### src/rtl/simon_led_player.sv
// Simon LED player: flashes one colour LED for ON_CYCLES, stays dark for GAP_CYCLES, then pulses done.
// Optional tone output on the speaker port is enabled with `define SIMON_TONE_EN.
module simon_led_player #(
    parameter int ON_CYCLES  = 25000000,
    parameter int GAP_CYCLES = 12500000,
    parameter int CNT_W      = 26
`ifdef SIMON_TONE_EN
    ,
    parameter int TONE_HALF0 = 113636,
    parameter int TONE_HALF1 = 95602,
    parameter int TONE_HALF2 = 75843,
    parameter int TONE_HALF3 = 63776
`endif
) (
    input  logic       clk,
    input  logic       reset,
    input  logic       valid,
    input  logic [1:0] color,
    input  logic       cancel,
    output logic       ready,
    output logic [3:0] led,
    output logic       busy,
    output logic       done
`ifdef SIMON_TONE_EN
    ,
    output logic       speaker
`endif
);

    typedef enum logic [1:0] {
        ST_IDLE,
        ST_ON,
        ST_GAP
    } state_t;

    localparam logic [CNT_W-1:0] ON_LOAD  = CNT_W'(ON_CYCLES - 1);
    localparam logic [CNT_W-1:0] GAP_LOAD = (GAP_CYCLES > 0) ? CNT_W'(GAP_CYCLES - 1) : '0;

    state_t           state, state_next;
    logic [CNT_W-1:0] cnt, cnt_next;
    logic [1:0]       color_q;
    logic             done_q, done_next;
    logic             accept;

    assign accept = (state == ST_IDLE) && valid && !cancel;

    always_comb begin
        // NOTE: every output of this block gets a default first so no latch is inferred.
        state_next = state;
        cnt_next   = cnt;
        done_next  = 1'b0;
        case (state)
            ST_IDLE: begin
                if (accept) begin
                    state_next = ST_ON;
                    cnt_next   = ON_LOAD;
                end
            end
            ST_ON: begin
                if (cancel) begin
                    state_next = ST_IDLE;
                    cnt_next   = '0;
                end else if (cnt == '0) begin
                    if (GAP_CYCLES == 0) begin
                        state_next = ST_IDLE;
                        done_next  = 1'b1;
                    end else begin
                        state_next = ST_GAP;
                        cnt_next   = GAP_LOAD;
                    end
                end else begin
                    cnt_next = cnt - CNT_W'(1);
                end
            end
            ST_GAP: begin
                if (cancel) begin
                    state_next = ST_IDLE;
                    cnt_next   = '0;
                end else if (cnt == '0) begin
                    state_next = ST_IDLE;
                    done_next  = 1'b1;
                end else begin
                    cnt_next = cnt - CNT_W'(1);
                end
            end
            default: begin
                state_next = ST_IDLE;
                cnt_next   = '0;
            end
        endcase
    end

    always_ff @(posedge clk) begin
        // NOTE: sequential state uses non-blocking assignments so every register sees pre-edge values.
        if (reset) begin
            state   <= ST_IDLE;
            cnt     <= '0;
            color_q <= 2'd0;
            done_q  <= 1'b0;
        end else begin
            state  <= state_next;
            cnt    <= cnt_next;
            done_q <= done_next;
            if (accept) begin
                color_q <= color;
            end
        end
    end

    // Outputs decode registered state only, so ready never follows valid combinationally.
    assign ready = (state == ST_IDLE);
    assign busy  = (state == ST_ON) || (state == ST_GAP);
    assign led   = (state == ST_ON) ? (4'b0001 << color_q) : 4'b0000;
    assign done  = done_q;

`ifdef SIMON_TONE_EN
    localparam int TONE_MAX01 = (TONE_HALF0 > TONE_HALF1) ? TONE_HALF0 : TONE_HALF1;
    localparam int TONE_MAX23 = (TONE_HALF2 > TONE_HALF3) ? TONE_HALF2 : TONE_HALF3;
    localparam int TONE_MAX   = (TONE_MAX01 > TONE_MAX23) ? TONE_MAX01 : TONE_MAX23;
    localparam int TONE_W     = $clog2(TONE_MAX + 1);

    logic [TONE_W-1:0] tone_cnt;
    logic              speaker_q;

    function automatic logic [TONE_W-1:0] tone_load(input logic [1:0] c);
        case (c)
            2'd0:    return TONE_W'(TONE_HALF0 - 1);
            2'd1:    return TONE_W'(TONE_HALF1 - 1);
            2'd2:    return TONE_W'(TONE_HALF2 - 1);
            default: return TONE_W'(TONE_HALF3 - 1);
        endcase
    endfunction

    // Outside a continuing ON phase the tone is held silent and preloaded for the incoming colour.
    always_ff @(posedge clk) begin
        if (reset) begin
            speaker_q <= 1'b0;
            tone_cnt  <= '0;
        end else if (state == ST_ON && state_next == ST_ON) begin
            if (tone_cnt == '0) begin
                speaker_q <= ~speaker_q;
                tone_cnt  <= tone_load(color_q);
            end else begin
                tone_cnt <= tone_cnt - TONE_W'(1);
            end
        end else begin
            speaker_q <= 1'b0;
            tone_cnt  <= tone_load(color);
        end
    end

    assign speaker = speaker_q;
`endif

endmodule

### config.mk
export PLATFORM = sky130hd
export DESIGN_NAME = simon_led_player
export DESIGN_NICKNAME = d
export VERILOG_FILES = /design/src/rtl/simon_led_player.sv
export SDC_FILE = /design/constraint.sdc
export NUM_CORES = 1
export LEC_CHECK = 0
export ABC_AREA = 1
export BUFFER_PORTS_ARGS = -buffer_cell sky130_fd_sc_hd__buf_2
export CORE_MARGIN = 3
export CORE_UTILIZATION = 35
export CTS_CLUSTER_DIAMETER = 80
export DETAILED_ROUTE_END_ITERATION = 16
export HOLD_SLACK_MARGIN = 0.05
export PLACE_DENSITY_LB_ADDON = 0.08
export SKIP_LAST_GASP = 1
export SLEW_MARGIN = 20
export SYNTH_ARGS = -nofsm -noshare
export SYNTH_HDL_FRONTEND = slang
export SYNTH_SLANG_ARGS = --single-unit
export TNS_END_PERCENT = 30
### constraint.sdc
create_clock -name clk -period 2.3 [get_ports clk]
set_clock_uncertainty 0.2 [all_clocks]
set_input_delay 0.345 -clock clk [delete_from_list [all_inputs] [get_ports clk]]
set_output_delay 0.345 -clock clk [all_outputs]
set_load 0.005 [all_outputs]
==> metrics.csv, run 1 <==
stage,metric,value,unit
run_status,status,"finished, final reports clean",
detailed_routing,drt-initial-drc-count,133,
sta,fmax,470,MHz
cells_and_area,drive_gt1_share,10.8,%
detailed_routing,drt-wirelength-per-cell,12.9,µm
setup_path,path_buf_inv,4,
cells_and_area,fin_util,42.1,%
cts,clk_latency,280,ps
flow_run,cap_violations,0,
die,initial_core_util,37.6,%
cts,postCtsHoldBufs,0,
setup_path,reg2regPathDepth,10,
detailed_routing,routed_wl,5820,µm
detailed_routing,post_drt_via_cell_ratio,4.79,
global_routing,grt_max_degree,26,
placed_design,port_buffers,12,
detailed_routing,firstDrtPassIters,5,
detailed_routing,vias,2154,
logic_synthesis,yosysSeqAreaShare,28.7,%
detailed_routing,drc,0,
cts,cts_sinks,31,
logic_synthesis,synthesis.nets,371,
power_and_ir_drop,pwr-share-seq,38.0,%
die,rows,27,
power_and_ir_drop,p_sw_share,37.4,%
setup_path,worst-endpoint-required,2260,ps
logic_synthesis,synth_enable_flop_cells,0,
min_path,hp-class,input pin to register,
power_and_ir_drop,p_clk_share,29.4,%
sta,timing.final.ws_setup,175,ps
sta,period_share,92.4,%
die,die_h,84.6,µm
setup_path,worstPathMaxFanout,19,
cts,cts_tree,done,
logic_synthesis,muxShareOfSynthArea,0,%
logic_synthesis,synth-xor-area-share,2.43,%
logic_synthesis,syn_area,2160,µm²
die,die-width,84.6,µm
die,core_area,5740,µm²
cells_and_area,final_nets,388,
setup_path,max_stage_delay,380,ps
sta,period_needed,2130,ps
detailed_routing,antenna_left,0,
logic_synthesis,synth_fa_ha_area_share,2.89,%
die,io_pins,13,
sta,holdWs,147,ps
sta,slew_headroom,64.7,%
logic_synthesis,synth_cell_types,30,
logic_synthesis,synth_cells,360,
global_routing,grt_pass1_vias,2022,
logic_synthesis,synthMostInstantiatedCell,nand2_1,
cts,htreeDepth,2,
setup_path,cpMostUsedCell,inv_1,
power_and_ir_drop,p_per_area,681,nW/µm²
power_and_ir_drop,combPwrFrac,32.6,%
power_and_ir_drop,p_leak,0.00114,µW
placed_design,routabilityCongestion,0.843,
logic_synthesis,synth_top_area_share,28.7,%
global_routing,grt-ovfl-total,0,
cells_and_area,fin_cells,450,
global_routing,antenna_found_initial,0,
logic_synthesis,synth_ff_type,dfxtp_1,
sta,worst_pin_slew,529,ps
placed_design,dp_hpwl,4310,µm
placed_design,dp_slack,102,ps
cells_and_area,synthToLayoutAreaGrowth,11.8,%
global_routing,track_usage,17.2,%
logic_synthesis,synthTopCellsByCount,"nand2_1 (121), nor2_1 (58), inv_1 (40), dfxtp_1 (31), a21oi_1 (28)",
setup_path,cp_top_family,simple AND/OR/NAND/NOR gates,
min_path,min_path_cells,3,
sta,rsz0062_at_grt,yes,
logic_synthesis,synth_top_family_by_area,simple AND/OR/NAND/NOR gates,
power_and_ir_drop,p_int,1030,µW
sta,setup_viol,0,
logic_synthesis,synth_compound_area_share,10.2,%
setup_path,critical_path_cell_count,10,
logic_synthesis,avgSynthCellArea,6.01,µm²
setup_path,cp-end-kind,register,
cts,numCtsBuffers,5,
global_routing,grt_pass1_wl,9980,µm
placed_design,placed_cells,442,
logic_synthesis,yosys.area_share.simple,46.0,%
logic_synthesis,yosys_register_bits,31,
cts,clkTransAtPathRegs,70,ps
cts,cts-root-buf,clkbuf_8,
cts,clockBufferDepth,2,
power_and_ir_drop,peakVddDrop,0.300,mV
power_and_ir_drop,p_switching,616,µW
setup_path,cp_cell_sequence,inv_1 -> ha_1 -> nand3_1 -> inv_1 -> nor2_1 -> inv_1 -> nand3_4 -> inv_4 -> a21oi_1 -> nor2_1,
setup_path,arrival,2090,ps
die,dieArea,7160,µm²
logic_synthesis,ys.warnings.count,0,
setup_path,cp-start-kind,register,
sta,finalHoldViolations,0,
logic_synthesis,ys_async_sr_fraction,0,%
cells_and_area,diodes,0,
sta,slew_violations,0,
logic_synthesis,synth_area_leaders,"dfxtp_1 (29%), nand2_1 (21%), nor2_1 (10%), inv_1 (6.9%), a21oi_1 (6.5%)",
logic_synthesis,synth_top_cell_by_area,dfxtp_1,
setup_path,critical_path_class,register to register,
setup_path,critPathSlowestCell,dfxtp_1,
-- final timing paths --
kind                            startpoint    endpoint  slack, ps
worst max register to register    state[0]     cnt[12]        170
worst min-delay path              color[0]  color_q[0]        150
worst min register to register      cnt[0]      cnt[0]        270
worst max-delay path              state[0]     cnt[12]        170
-- state kept, by name, indices dropped and copies added (netlist names) --
signal   flops
state        2
done         1
color_q      2
cnt         26
-- worst reg2reg max path: stages (launching register included) --
cell     delay [ps]
dfxtp_1         380
inv_1            80
ha_1            250
nand3_1         180
inv_1            70
nor2_1          210
inv_1           180
nand3_4         150
inv_4           100
a21oi_1         150
nor2_1           50
-- cell families after synthesis --
logic type	count (synthesis)
buffers and inverters	51
adders and majority gates	5
DFF	31
xor gates and xnor gates	6
AOI/OAI and AO/OA	42
and+or+nand+nor	225
-- layout make-up --
class	count	area, µm²
clock buffer	8	100
fill	645	3330
inverter	44	168
multi-input combinational	278	1340
sequential	31	621
tap	72	90.1
timing repair buffer	17	97.6
-- cell usage in the layout, fill, tap and decap left out, types with 7 or more instances in the layout --
| master | n |
|---|---|
| a21oi_1 | 28 |
| buf_2 | 12 |
| nand3_1 | 21 |
| clkbuf_8 | 7 |
| nand2_1 | 120 |
| nand4_1 | 7 |
| nor2_1 | 58 |
| dfxtp_1 | 31 |
| inv_1 | 40 |
| o21ai_0 | 9 |
-- stage by stage --
step | TNS (ps) | power (µW) | instance area (µm²)
2_1_floorplan | 0 | 1040 | 2160
3_3_place_gp | 0 | 1170 | 2310
3_5_place_dp | 0 | 1170 | 2310
4_1_cts | 0 | 1660 | 2410
5_1_grt | -135 | 1770 | 2420
6_report | 0 | 1650 | 2420
-- what timing repair did --
action	in CTS	in global routing
resized for setup	0	2
setup endpoints to repair	0	8
buffers inserted	0	0
-- metal layers --
metal | global-route usage [%] | vias to the layer above | wire (µm)
met5 | 0 | - | 0
met4 | 5.18 | 0 | 100
met3 | 3.93 | 12 | 332
met2 | 25.6 | 53 | 2460
met1 | 24.7 | 929 | 2930
li1 | - | 1160 | -
-- power groups by stage --
| stage | Sequential (µW) | Clock [µW] | Combinational, µW |
|---|---|---|---|
| 6_report | 626 | 483 | 537 |
| 3_3_place_gp | 638 | 0 | 533 |
| 3_5_place_dp | 636 | 0 | 533 |
| 2_1_floorplan | 623 | 0 | 417 |
| 4_1_cts | 625 | 500 | 536 |
| 5_1_grt | 632 | 516 | 620 |
Note: power is estimated with default switching activity, not from simulation.
==> run 2, diff against run 1 <==
--- a/config.mk
+++ b/config.mk
@@ -6,7 +6,7 @@
 export NUM_CORES = 1
 export LEC_CHECK = 0
 export ABC_AREA = 1
-export BUFFER_PORTS_ARGS = -buffer_cell sky130_fd_sc_hd__buf_2
+export BUFFER_PORTS_ARGS = -buffer_cell sky130_fd_sc_hd__clkbuf_2
 export CORE_MARGIN = 3
 export CORE_UTILIZATION = 35
 export CTS_CLUSTER_DIAMETER = 80
==> run 2 against run 1 <==
  * Combinational power hardly changed
  * Clock power is 13% lower
  * Global-route usage hardly changed
  * Hold slack worse by 1.2 ps
  * Critical path depth is 1 higher
  * Routed wire length is 1.3% lower
  * Register-to-register slack better by 30 ps
  * Utilization is 0.17 points lower
  * Highest routed layer unchanged
==> metrics.csv, run 2 (same netlist as run 1, synthesis figures left out) <==
stage,metric,value,unit,change
run_status,status,"finished, final reports clean",,unchanged
die,initial_core_util,37.6,%,unchanged
min_path,hp-start,color[1],,was color[0]
die,die-width,84.6,µm,unchanged
power_and_ir_drop,p_leak,0.00113,µW,was 0.00114 µW
detailed_routing,post_drt_via_cell_ratio,4.74,,was 4.79
cts,htreeDepth,2,,unchanged
cells_and_area,layout_common_cells,"nand2_1 (121), nor2_1 (57), inv_1 (39)",,"was nand2_1 (120), nor2_1 (58), inv_1 (40)"
setup_path,cp-start-kind,register,,unchanged
cells_and_area,drive_gt1_share,10.8,%,unchanged
setup_path,r2r-end,cnt[7],,was cnt[12]
cells_and_area,largest_reg_flops,26,,unchanged
sta,finalHoldViolations,0,,unchanged
min_path,hold-path-endpoint,color_q[1],,was color_q[0]
detailed_routing,routed_wl,5740,µm,was 5820 µm
min_path,hp-class,input pin to register,,unchanged
die,io_pins,13,,unchanged
sta,slew_headroom,61.5,%,was 64.7%
placed_design,port_buffers,12,,unchanged
cells_and_area,layout_commonest_cell,nand2_1,,unchanged
sta,rsz0062_at_grt,no,,was yes
global_routing,antenna_found_initial,0,,unchanged
sta,period_share,90.9,%,was 92.4%
detailed_routing,vias,2134,,was 2154
setup_path,worst-endpoint-required,2280,ps,was 2260 ps
setup_path,arrival,2070,ps,was 2090 ps
global_routing,grt_pass1_vias,1986,,was 2022
sta,setup_viol,0,,unchanged
detailed_routing,drc,0,,unchanged
die,rows,27,,unchanged
cells_and_area,diodes,0,,unchanged
cts,numCtsBuffers,5,,unchanged
flow_run,cap_violations,0,,unchanged
sta,period_needed,2090,ps,was 2130 ps
cells_and_area,final_nets,388,,unchanged
setup_path,rr_startpoint,cnt[0],,was state[0]
die,core_area,5740,µm²,unchanged
sta,slew_violations,0,,unchanged
cells_and_area,reg.largest.list,"cnt: 26 flops, color_q: 2 flops, state: 2 flops",,unchanged
setup_path,critical_path_class,register to register,,unchanged
cells_and_area,fin_util,41.9,%,was 42.1%
detailed_routing,firstDrtPassIters,6,,was 5
sta,fmax,478,MHz,was 470 MHz
placed_design,routabilityCongestion,0.853,,was 0.843
cts,cts_sinks,31,,unchanged
sta,fin_tns_setup,0,ps,unchanged
cts,clkTransAtPathRegs,70,ps,about the same
setup_path,reg2regPathDepth,11,,was 10
cts,clk_latency,290,ps,was 280 ps
die,dieArea,7160,µm²,unchanged
min_path,min_path_cells,3,,unchanged
cts,clockBufferDepth,2,,unchanged
die,die_h,84.6,µm,unchanged
global_routing,grt-ovfl-total,0,,unchanged
cells_and_area,synthToLayoutAreaGrowth,11.3,%,was 11.8%
detailed_routing,antenna_left,0,,unchanged
detailed_routing,drt-wirelength-per-cell,12.8,µm,was 12.9 µm
cts,cts_tree,done,,unchanged
cells_and_area,largest-register,cnt,,unchanged
global_routing,grt_pass1_wl,9950,µm,was 9980 µm
placed_design,dp_hpwl,4300,µm,was 4310 µm
detailed_routing,drt-initial-drc-count,119,,was 133
global_routing,track_usage,17.2,%,about the same
setup_path,cp-end-kind,register,,unchanged
power_and_ir_drop,p_per_area,658,nW/µm²,was 681 nW/µm²
power_and_ir_drop,peakVddDrop,0.339,mV,was 0.300 mV
sta,worst_pin_slew,578,ps,was 529 ps
setup_path,worstPathMaxFanout,8,,was 19
global_routing,grt_max_degree,26,,unchanged
cts,cts-root-buf,clkbuf_8,,unchanged
setup_path,reg2reg_slack,210,ps,was 170 ps
cells_and_area,final.fill_count,647,,was 645
run 2: cell count changes in the layout (fill, tap and decap cells not counted), sizes merged:
cell    before  now
clkinv       0    1
clkbuf       8   19
buf         17    5
run 2: final cells by class:
| cell class | count | area (µm²) | area share [%] |
|---|---|---|---|
| Timing Repair Buffer | 17 | 97.6 | 4.05 |
| Clock inverter | 1 | 5.00 | 0.208 |
| Inverter | 44 | 168 | 6.96 |
| Sequential cell | 31 | 621 | 25.8 |
| Multi-Input combinational cell | 278 | 1350 | 56.1 |
| Clock buffer | 7 | 76.3 | 3.17 |
| Tap cell | 72 | 90.1 | 3.74 |
run 2: timing repair:
action                                  in CTS  in global routing
gates resized for setup                      0                  4
hold buffers                                 0                  0
setup buffers                                0                  0
endpoints found under the setup margin       0                  8
run 2: metal layers:
layer,routed length (µm),track usage [%],vias to the layer above
met5,0,0,-
met2,2500,25.8,31
met4,26,3.45,0
met1,2980,25.0,940
met3,232,4.22,2
li1,-,-,1161
run 2: worst max path at each step:
stage,start,endpoint,depth (start not counted)
2_1_floorplan,state[0],cnt[12],11
3_3_place_gp,cnt[0],cnt[9],10
3_5_place_dp,cnt[0],cnt[7],10
4_1_cts,cnt[0],cnt[6],10
5_1_grt,cnt[0],cnt[7],11
6_report,cnt[0],cnt[7],11
run 2: power breakdown:
group / internal, µW / total, µW / switching [µW]
logic: 181 / 538 / 357
registers: 579 / 626 / 47.4
clock network: 212 / 421 / 209
total: 971 / 1590 / 614
run 2: worst max-delay path: stages, from the launching register on:
cell and delay (ps):
dfxtp_1 310, inv_1 90, ha_1 220, nand2_2 130, nor2_8 190, nand4_1 150, nand2_1 80, nand2_1 200
nand2_1 130, nand2_1 50, nand2_1 160, nor2_1 70
run 2: per-stage QoR:
step           std cells  setup WS [ps]  total power [µW]  hold slack, ps  area (µm²)
4_1_cts              450            114              1600             145        2390
2_1_floorplan        360            396              1040             243        2160
6_report             450            209              1590             146        2410
3_3_place_gp         442            163              1170             255        2310
5_1_grt              450           34.5              1720             184        2410
3_5_place_dp         442            126              1170             263        2310
